==> config.mk <==
export PLATFORM = sky130hd
export DESIGN_NAME = time_entry_loader
export DESIGN_NICKNAME = d
export VERILOG_FILES = /design/src/rtl/time_entry_loader.sv
export SDC_FILE = /design/constraint.sdc
export NUM_CORES = 1
export LEC_CHECK = 0
export ABC_CLOCK_PERIOD_IN_PS = 1850
export BUFFER_PORTS_ARGS = -buffer_cell sky130_fd_sc_hd__buf_2
export CORE_MARGIN = 10
export CORE_UTILIZATION = 43
export DETAILED_ROUTE_END_ITERATION = 10
export GPL_TIMING_DRIVEN = 0
export PLACE_DENSITY = 0.7
export SKIP_LAST_GASP = 1
export SYNTH_ARGS = -nofsm -noshare
export SYNTH_HDL_FRONTEND = slang
export SYNTH_SLANG_ARGS = --single-unit
==> constraint.sdc <==
create_clock -name clk -period 1.85 [get_ports clk]
set_input_delay 0.0925 -clock clk [delete_from_list [all_inputs] [get_ports clk]]
set_output_delay 0.0925 -clock clk [all_outputs]
set_load 0.02 [all_outputs]
==> src/rtl/time_entry_loader.sv <==
// time_entry_loader: keypad-side writer for the microwave countdown chain.
// Collects up to four BCD digits (MM:SS), pulses the chain's active-low
// parallel load, then holds the count enable until done or CLEAR.
//
//   state   | meaning
//   --------+---------------------------------------------------------
//   S_IDLE  | no digits entered, waiting for the first digit
//   S_ENTRY | one to four digits held in data, waiting for START/CLEAR
//   S_LOAD  | loadn low this cycle, chain captures data
//   S_RUN   | run_en high, counting down until done or CLEAR
module time_entry_loader #(
    parameter logic [3:0] KEY_CLEAR    = 4'd10,
    parameter logic [3:0] KEY_START    = 4'd11,
    parameter logic [3:0] MAX_SEC_TENS = 4'd5
) (
    input  logic        clk,
    input  logic        clr,
    input  logic        key_valid,
    input  logic [3:0]  key_code,
    input  logic        done,
    output logic [15:0] data,
    output logic        loadn,
    output logic        run_en,
    output logic        abort,
    output logic        err,
    output logic [2:0]  digit_cnt
);

    typedef enum logic [1:0] {S_IDLE, S_ENTRY, S_LOAD, S_RUN} state_t;

    state_t      state_q, state_d;
    logic [15:0] data_q, data_d;
    logic [2:0]  digit_cnt_q, digit_cnt_d;
    logic        loadn_q, loadn_d;
    logic        run_en_q, run_en_d;
    logic        abort_q, abort_d;
    logic        err_q, err_d;

    logic key_digit, key_clear, key_start, room_left, start_ok;

    assign key_digit = key_valid && (key_code <= 4'd9);
    assign key_clear = key_valid && (key_code == KEY_CLEAR);
    assign key_start = key_valid && (key_code == KEY_START);
    assign room_left = digit_cnt_q < 3'd4;
    // An all-zero entry or a seconds-tens digit above the limit is rejected.
    assign start_ok  = (data_q != 16'd0) && (data_q[7:4] <= MAX_SEC_TENS);

    // State and registered outputs; clr wins over everything else.
    always_ff @(posedge clk) begin
        if (clr) begin
            state_q     <= S_IDLE;
            data_q      <= 16'd0;
            digit_cnt_q <= 3'd0;
            loadn_q     <= 1'b1;
            run_en_q    <= 1'b0;
            abort_q     <= 1'b0;
            err_q       <= 1'b0;
        end else begin
            state_q     <= state_d;
            data_q      <= data_d;
            digit_cnt_q <= digit_cnt_d;
            loadn_q     <= loadn_d;
            run_en_q    <= run_en_d;
            abort_q     <= abort_d;
            err_q       <= err_d;
        end
    end

    // Next-state selection from the current state and the sampled key/done.
    always_comb begin
        state_d = state_q;
        case (state_q)
            S_IDLE: begin
                if (key_digit && room_left) state_d = S_ENTRY;
            end
            S_ENTRY: begin
                if (key_clear)                  state_d = S_IDLE;
                else if (key_start && start_ok) state_d = S_LOAD;
            end
            S_LOAD: state_d = S_RUN;
            S_RUN: begin
                if (done || key_clear) state_d = S_IDLE;
            end
            default: state_d = S_IDLE;
        endcase
    end

    // Next values of the registered outputs; loadn and run_en are driven in
    // separate states so they can never be active together.
    always_comb begin
        data_d      = data_q;
        digit_cnt_d = digit_cnt_q;
        loadn_d     = 1'b1;
        run_en_d    = 1'b0;
        abort_d     = 1'b0;
        err_d       = 1'b0;
        case (state_q)
            S_IDLE, S_ENTRY: begin
                if (key_digit) begin
                    if (room_left) begin
                        data_d      = {data_q[11:0], key_code};
                        digit_cnt_d = digit_cnt_q + 3'd1;
                    end
                end else if (key_clear && state_q == S_ENTRY) begin
                    data_d      = 16'd0;
                    digit_cnt_d = 3'd0;
                end else if (key_start && state_q == S_ENTRY) begin
                    if (start_ok) loadn_d = 1'b0;
                    else          err_d   = 1'b1;
                end
            end
            S_LOAD: run_en_d = 1'b1;
            S_RUN: begin
                if (done) begin
                    data_d      = 16'd0;
                    digit_cnt_d = 3'd0;
                end else if (key_clear) begin
                    abort_d     = 1'b1;
                    data_d      = 16'd0;
                    digit_cnt_d = 3'd0;
                end else begin
                    run_en_d    = 1'b1;
                end
            end
            default: ;
        endcase
    end

    assign data      = data_q;
    assign digit_cnt = digit_cnt_q;
    assign loadn     = loadn_q;
    assign run_en    = run_en_q;
    assign abort     = abort_q;
    assign err       = err_q;

endmodule

==> metrics.txt, run 1 <==
status finished clean; total global routing overflow 0; RePlAce Congestion roughly 0.78; final setup violation count 0; total global-route track usage approximately a tenth; number of I/O port buffers 30; final worst clock skew 0.00295 ns; Final period util a little over nine tenths; post-route ant nets 0; Non-Filler Instances approximately 150; fill cell count 194; Seq cells post-synth 25; Design Area, Final ~0.0012 sq mm; clk slew on worst S/H paths approximately 0.12 ns; via count between 800 and 900; RSZ-0062 raised after global routing no; crit end category register; DR pass1 iterations 4; P&R area growth vs syn 24.2%; CTS Buffer Depth 2; largest net degree at the start of global routing 14; row count 16; Pins Over Slew Limit 0; Starting Density a little under half; syn_nets 93; Routed WL per cell 15.7 microns; Die H 66.8 microns; Cell variety after synth 34; clk_lat worst skew 0.30 ns; Seq/Total Area, Yosys between 50 and 60%; antenna violations before repair 0; Syn Area/Cell around 11 sq um; Post-DP Area 0.00113 sq mm; FF+latch area around 500 sq um; vias per cell ~5.5; Worst Path Arrival a little under 2 ns; commonest non-fill, non-tap cell in the layout buf_2; fin util 57.9%; cell total after placement between 100 and 150; max_cap viols 0; fmax about 580 MHz; CTS tree built; Slew HR approximately 72%; Cell Area, Synth roughly 940 sq um; Req. time, crit path around 2.1 ns; die width roughly 67 microns; Slew @ Worst Pin 0.426 ns; Hold Fails Final Rpt 0; worst vdd ir about 0.36 mV; startpoint types register; top-level I/O count 31; Lkg Pwr 0.000519 uW; layout net count 130; fin crit period ~1.7 ns; multi-input logic area just over 400 sq um; Die ar. approximately 0.0045 sq mm; Hold Path Class in -> reg; final wirelength 2310 microns; layout cells sized above 1 between 30% and 40%; DR iter-0 viols 25; Resize count post-CTS 0; number of global-route vias before repair approximately 800; Max FO, Critical Path 10; share of synthesized flip-flops with an asynchronous set or reset 0%; Post-synth EDFFs 0; Core Region roughly 0.0020 sq mm; hold slack slightly below 0.04 ns; Root Buffer clkbuf_4; Post-synth top flop dfxtp_1; crit path kind reg -> reg; clock sink count 25; register-to-register setup slack ~0.12 ns; post-synthesis cell count 84; global-route wire length before repair 3710 microns; DRC 0; TNS Setup 0 ns; commonest cells after routing, fill and taps aside buf_2 (32), dfxtp_1 (25), a22o_1 (16); PwrDens 775 mW/mm^2; Antenna diodes 0; total CTS buffers 3; Ys Warns 0; maximum level of the CTS H-tree 1; dpl hpwl 1740 microns
-- worst max-delay path, stage by stage, from the launching register on --
cell	delay, ns
dfxtp_1	0.33
clkbuf_1	0.34
a31o_1	0.22
a21oi_1	0.05
and2_1	0.14
buf_2	0.17
buf_2	0.20
a22o_1	0.19
-- metrics by stage --
| stage | total power [uW] | setup slack (ns) |
|---|---|---|
| 2_1_floorplan | 643 | 0.320 |
| 3_3_place_gp | 684 | 0.103 |
| 3_5_place_dp | 686 | 0.101 |
| 4_1_cts | 917 | 0.0566 |
| 5_1_grt | 953 | 0.00176 |
| 6_report | 907 | 0.118 |
-- report_power, final --
group	switching [uW]	internal, uW	leakage (uW)
clock network	145	83.9	0.0000150
logic	65.5	44.7	0.000301
registers	14.8	552	0.000203
total	226	681	0.000519
-- state kept, by name (all words and copies together) (netlist names), named ones only --
name,cells
abort,1
data,16
digit_cnt,3
err,1
loadn,1
run_en,1
state_q,1
-- logic make-up (layout without fill, tap and decap cells) --
logic type	count (synthesis)	count (layout)	share of synthesized area (%)
mux	1	1	1.20
simple gates	21	21	12.8
fa+ha+maj	1	1	1.33
compound gates	31	31	28.6
flops	25	25	53.1
buf+inv	5	41	3.05
-- routing by layer --
metal  up-vias  GRT usage [%]  routed length, microns
li1        399              -                       -
met1       383           14.0                    1120
met2        20           14.9                     997
met3         2           3.85                     177
met4         0           4.71                      14
met5         -              0                       0
-- cell usage after synthesis, drive strengths merged, types with 2 or more instances --
master	n	area share, %
dfxtp	25	53
a22o	16	15
buf	3	2.3
a21oi	2	1.1
nor4	4	2.7
o21bai	2	1.6
o21ai	3	1.6
nor2	2	0.80
nand2	5	2.3
a2111oi	2	3.9
-- worst paths after layout --
check                        startpoint                    end  depth (start not counted)
hold / removal              key_code[2]   data[2]$_SDFFE_PP0P_                          2
setup / recovery               register  data[13]$_SDFFE_PP0P_                          7
hold reg to reg   data[14]$_SDFFE_PP0P_  data[14]$_SDFFE_PP0P_                          1
setup reg to reg               register  data[13]$_SDFFE_PP0P_                          7
-- layout make-up --
type                       count  share of cell area, %
inverter                       1                  0.321
tap                           27                   2.89
multi-input combinational     54                   35.3
clock buffer                   4                   2.25
buffer                         4                   2.14
sequential                    25                   42.8
timing repair buffer          32                   14.3
-- what timing repair did --
action / CTS / global route
endpoints found under the setup margin: 0 / 10
buffers inserted: 0 / 1
endpoints found under the hold margin: 1 / 0
hold buffers: 1 / 0
Power figures use the tool's default switching activity.
==> run 2, diff against run 1 <==
--- a/config.mk
+++ b/config.mk
@@ -5,13 +5,15 @@
 export SDC_FILE = /design/constraint.sdc
 export NUM_CORES = 1
 export LEC_CHECK = 0
+export ABC_AREA = 1
 export ABC_CLOCK_PERIOD_IN_PS = 1850
 export BUFFER_PORTS_ARGS = -buffer_cell sky130_fd_sc_hd__buf_2
 export CORE_MARGIN = 10
 export CORE_UTILIZATION = 43
 export DETAILED_ROUTE_END_ITERATION = 10
 export GPL_TIMING_DRIVEN = 0
-export PLACE_DENSITY = 0.7
+export PLACE_DENSITY = 0.66
+export RECOVER_POWER = 25
 export SKIP_LAST_GASP = 1
 export SYNTH_ARGS = -nofsm -noshare
 export SYNTH_HDL_FRONTEND = slang
==> metrics.txt, run 2 <==
status finished clean; Cell Area, Synth 0.00129 sq mm; number of I/O port buffers 30; layout net count between 200 and 250; R2R Path End data[6]$_SDFFE_PP0P_; layout cells sized above 1 19.4%; total global routing overflow 0; final worst clock skew 0.0134 ns; via count approximately 1,200; Slew HR a little over 70%; Die ar. ~0.0056 sq mm; Post-synth top flop dfxtp_1; post-route ant nets 0; max reg flops 16; Pins Over Slew Limit 0; Worst Path Arrival 1.66 ns; crit path kind reg -> reg; register-to-register setup slack 0.42 ns; DR iter-0 viols around 70; startpoint types register; clock sink count 25; global-route wire length before repair about 5200 microns; syn_nets 200; commonest non-fill, non-tap cell in the layout inv_1; Antenna diodes 0; TNS Setup 0 ns; crit end category register; Starting Density roughly 46%; CTS Buffer Depth 2; Routed WL per cell around 12 microns; final setup violation count 0; total CTS buffers 3; multi-input logic area about 590 sq um; fin util 53.7%; FF+latch area ~500 sq um; Post-CTS Setup Inserts 0; CTS tree built; number of global-route vias before repair 1,130; synth cell count leaders inv_1 (36), nand2_1 (35), nor2_1 (35); DRC 0; Seq cells post-synth 25; Non-Filler Instances ~260; Final period util 77.1%; Ys Warns 0; Die H 74.9 microns; dpl hpwl about 2400 microns; Syn Area/Cell just under 7 sq um; Core Region 0.00283 sq mm; Hold Fails Final Rpt 0; most common cell in the synthesized netlist inv_1; Max FO, Critical Path 10; maximum level of the CTS H-tree 1; DR pass1 iterations 4; total power draw between 1000 and 1500 uW; clk_lat worst skew 0.33 ns; Slew @ Worst Pin ~0.44 ns; Seq/Total Area, Yosys ~39%; share of synthesized flip-flops with an asynchronous set or reset 0%; Hold Path Class in -> reg; max_cap viols 0; R2R depth 8; commonest cells after routing, fill and taps aside inv_1 (36), nand2_1 (35), nor2_1 (35); row count 19; top cells by area, synth dfxtp_1 (39%), inv_1 (10%), nand2_1 (10%); Post-synth EDFFs 0; PwrDens between 700 and 800 mW/mm^2; final wirelength ~3000 microns; Req. time, crit path 2.08 ns; Post-DP Area about 0.0015 sq mm; RePlAce Congestion ~0.86; Root Buffer clkbuf_4; post-synthesis cell count roughly 190; antenna violations before repair 0; fill cell count between 300 and 400; Critical path origin state_q[0]$_SDFFE_PP0P_; Cell variety after synth 26; Design Area, Final approximately 0.0015 sq mm; Yosys top cell area share 38.6%; cell total after placement 252; area leader, netlist dfxtp_1; clk slew on worst S/H paths ~0.15 ns; worst vdd ir about 0.35 mV; Lkg Pwr ~0.00077 uW; P&R area growth vs syn 17.4%; fin crit period between 1 and 1.5 ns; total global-route track usage 11.7%; largest net degree at the start of global routing 16; vias per cell 4.74; fmax about 700 MHz; R2R Path Start state_q[0]$_SDFFE_PP0P_; RSZ-0062 raised after global routing no; top-level I/O count 31; Critical Path End data[6]$_SDFFE_PP0P_; die width around 75 microns
## run 2: worst max-delay path, cell delays in order (launching register included)
cell and delay [ns]:
dfxtp_1 0.36, inv_1 0.07, nor2_1 0.20, nand3_2 0.11, nand3_2 0.09, nand3_4 0.15
buf_6 0.19, o21ai_1 0.12, nor2_1 0.05
## run 2: power breakdown
group	total [uW]	switching [uW]	internal, uW
Clock	259	176	82.7
Combinational	266	173	92.3
Sequential	587	17.9	569
## run 2: cell type report
type	instances	share of cell area, %
Buffer	6	3.54
Clock buffer	3	1.48
Clock inverter	1	0.494
Inverter	40	9.88
Multi-Input combinational cell	120	38.8
Sequential cell	25	32.9
Tap cell	31	2.55
Timing Repair Buffer	32	10.3
## run 2: kinds of logic (layout without fill, tap and decap cells)
logic type	Yosys count	count (layout)	synth area share (%)
AO/OA/AOI/OAI	27	27	11.5
AND/OR/NAND/NOR	92	92	33.1
flip-flops	25	25	38.6
buffers and inverters	46	82	15.7
adder cells (fa/ha/maj)	1	1	0.966
## run 2: what timing repair did
| item | in CTS | in global routing |
|---|---|---|
| setup endpoints to repair | 0 | 0 |
| hold endpoints to repair | 2 | 0 |
| hold buffers | 2 | 0 |
| gates resized for setup | 0 | 0 |
## run 2: how the worst min path moves through the flow
| stage | start | end | slack (ns) | cells after the start |
|---|---|---|---|---|
| finish | key_code[3] | data[3]$_SDFFE_PP0P_ | 0.04 | 3 |
| global route | key_code[0] | data[0]$_SDFFE_PP0P_ | 0.07 | 3 |
| CTS | key_code[3] | data[3]$_SDFFE_PP0P_ | 0.04 | 3 |
| detailed placement | done | abort$_SDFF_PP0_ | 0.28 | 2 |
| global placement | done | abort$_SDFF_PP0_ | 0.28 | 2 |
| floorplan | clr | digit_cnt[2]$_SDFFE_PP0P_ | 0.16 | 1 |
## run 2: through the flow
step                hold slack, ns  worst slack [ns]
detailed placement           0.281             0.455
floorplan                    0.162             0.611
finish                      0.0418             0.423
CTS                         0.0407             0.447
global placement             0.278             0.443
global route                0.0685             0.292
## run 2: layer usage
metal	vias to the layer above	GRT usage [%]	wire [microns]
met1	543	15.5	1530
li1	657	-	-
met4	0	4.41	0
met5	-	0	0
met3	0	2.89	153
met2	23	17.9	1370
==> run 3, diff against run 2 <==
--- a/config.mk
+++ b/config.mk
@@ -5,14 +5,14 @@
 export SDC_FILE = /design/constraint.sdc
 export NUM_CORES = 1
 export LEC_CHECK = 0
-export ABC_AREA = 1
-export ABC_CLOCK_PERIOD_IN_PS = 1850
+export ABC_AREA = 0
+export ABC_CLOCK_PERIOD_IN_PS = 1300
 export BUFFER_PORTS_ARGS = -buffer_cell sky130_fd_sc_hd__buf_2
 export CORE_MARGIN = 10
 export CORE_UTILIZATION = 43
 export DETAILED_ROUTE_END_ITERATION = 10
 export GPL_TIMING_DRIVEN = 0
-export PLACE_DENSITY = 0.66
+export PLACE_DENSITY = 0.72
 export RECOVER_POWER = 25
 export SKIP_LAST_GASP = 1
 export SYNTH_ARGS = -nofsm -noshare
==> constraint.sdc (replaced) <==
create_clock -name clk -period 1.3 [get_ports clk]
set_input_delay 0.065 -clock clk [delete_from_list [all_inputs] [get_ports clk]]
set_output_delay 0.065 -clock clk [all_outputs]
set_load 0.02 [all_outputs]
==> metrics.txt, run 3 (synthesis results as in run 1) <==
status finished with violations; failing checks negative setup slack; max_cap viols 0; Slew HR about 72%; P&R area growth vs syn 40.4%; via count approximately 890; internal power a little over 1000 uW; Final period util 111%; RSZ-0062 raised after global routing yes; total global-route track usage a little under an eighth; total CTS buffers 3; R2R depth 5; Hold Path End digit_cnt[2]$_SDFFE_PP0P_; number of I/O port buffers 30; DRC 0; largest net degree at the start of global routing 15; critical path, cell by cell nor2b_4 > nand2_2 > a2111oi_4 > buf_4 > a22o_1; Die H 66.8 microns; PwrDens around 1000 mW/mm^2; register-to-register setup slack -0.15 ns; fmax 691 MHz; RePlAce Congestion ~0.8; final wirelength around 2800 microns; global-route wire length before repair about 4200 microns; clock sink count 25; fin util about two thirds; commonest cells after routing, fill and taps aside buf_2 (25), dfxtp_1 (22), a22o_1 (16); Slew @ Worst Pin 0.418 ns; Pins Over Slew Limit 0; die width ~67 microns; fin crit period between 1 and 1.5 ns; R2R Path Start state_q[0]$_SDFFE_PP0P_; max reg flops 16; total power draw approximately 1400 uW; Core Region about 0.0020 sq mm; CTS tree built; Logic pwr share between 15 and 20%; layout cells sized above 1 between 40% and 50%; Lkg Pwr around 0.00058 uW; Hold Path Cell Cnt 2; fill cell count around 160; total global routing overflow 0; DR iter-0 viols 20; sequential power share 58.8%; Routed WL per cell about 18 microns; cell total after placement approximately 140; crit path kind reg -> reg; layout net count approximately 140; antenna violations before repair 0; row count 16; Non-Filler Instances about 160; final setup violation count 18; Req. time, crit path 1.56 ns; setup ws final -0.148 ns; hold slack between 0.005 and 0.006 ns; dpl hpwl approximately 1800 microns; slowest stage delay, CP approximately 0.44 ns; CTS Buffer Depth 2; switching power ~360 uW; post-route ant nets 0; HP Start clr; switching share of power roughly a quarter; crit end category register; commonest non-fill, non-tap cell in the layout buf_2; clk_lat worst skew 0.31 ns; clock network power share around 25%; R2R Path End data[14]$_SDFFE_PP0P_; Hold Path Class in -> reg; Starting Density between 40 and 50%; top-level I/O count 31; Max FO, Critical Path 4; Root Buffer clkbuf_4; DR pass1 iterations 4; Slowest-stage cell, CP a2111oi_4; number of global-route vias before repair between 800 and 900; vias per cell about 5.6; Hold Fails Final Rpt 0; Worst Path Arrival around 1.7 ns; clk slew on worst S/H paths 0.14 ns; worst vdd ir 0.760 mV; startpoint types register; Antenna diodes 0; maximum level of the CTS H-tree 1; final worst clock skew approximately 0.0056 ns; Die ar. between 0.004 and 0.005 sq mm
## run 3: routing by layer
metal  global-route usage (%)  up-vias  share of wire [%]
met5                        0        -                  0
met4                     3.14        0                1.1
met3                     3.85        4                8.0
met2                     19.8       34                 47
met1                     14.2      423                 44
li1                         -      424                  -
## run 3: critical path, delay by kind of cell (launching register included)
family | cells | cell delay (ns)
compound gates | 2 | 0.58
buf+inv | 1 | 0.21
flops | 1 | 0.37
simple gates | 2 | 0.24
## run 3: final cells by class
cell class | count | area [sq um] | area share [%]
Clock inverter | 1 | 5.00 | 0.378
Timing Repair Buffer | 44 | 269 | 20.3
Buffer | 3 | 40.0 | 3.03
Clock buffer | 3 | 22.5 | 1.70
Multi-Input combinational cell | 54 | 442 | 33.4
Tap cell | 27 | 33.8 | 2.55
Sequential cell | 25 | 507 | 38.3
Inverter | 1 | 3.75 | 0.284
## run 3: power by group through the flow
stage	registers [uW]	clock network, uW	logic, uW
5_1_grt	809	378	240
2_1_floorplan	841	0	84.4
3_3_place_gp	824	0	159
6_report	805	342	222
3_5_place_dp	824	0	163
4_1_cts	805	345	198
## run 3: stage by stage
stage          setup WS, ns  TNS [ns]  area [sq um]
6_report             -0.148     -2.25          1320
3_3_place_gp         -0.265     -3.65          1160
2_1_floorplan       -0.0771    -0.770           975
3_5_place_dp         -0.299     -3.97          1160
4_1_cts              -0.131     -2.06          1290
5_1_grt              -0.188     -3.21          1320
## run 3: timing repair
action / CTS / global route
cloned: 1 / 1
pin swaps: 9 / 6
setup buffers: 8 / 3
setup endpoints to repair: 19 / 21
gates resized for setup: 8 / 2
hold endpoints to repair: 1 / 0
hold buffers: 1 / 0
## run 3: worst max path at each step
| stage | slack [ns] | to | start |
|---|---|---|---|
| after floorplan | -0.08 | data[6]$_SDFFE_PP0P_ | state_q[0]$_SDFFE_PP0P_ |
| after global placement | -0.27 | digit_cnt[1]$_SDFFE_PP0P_ | state_q[0]$_SDFFE_PP0P_ |
| after global routing | -0.19 | data[14]$_SDFFE_PP0P_ | state_q[0]$_SDFFE_PP0P_ |
| after detailed placement | -0.30 | data[12]$_SDFFE_PP0P_ | key_code[2] |
| after CTS | -0.13 | data[14]$_SDFFE_PP0P_ | state_q[0]$_SDFFE_PP0P_ |
| final | -0.15 | data[14]$_SDFFE_PP0P_ | state_q[0]$_SDFFE_PP0P_ |
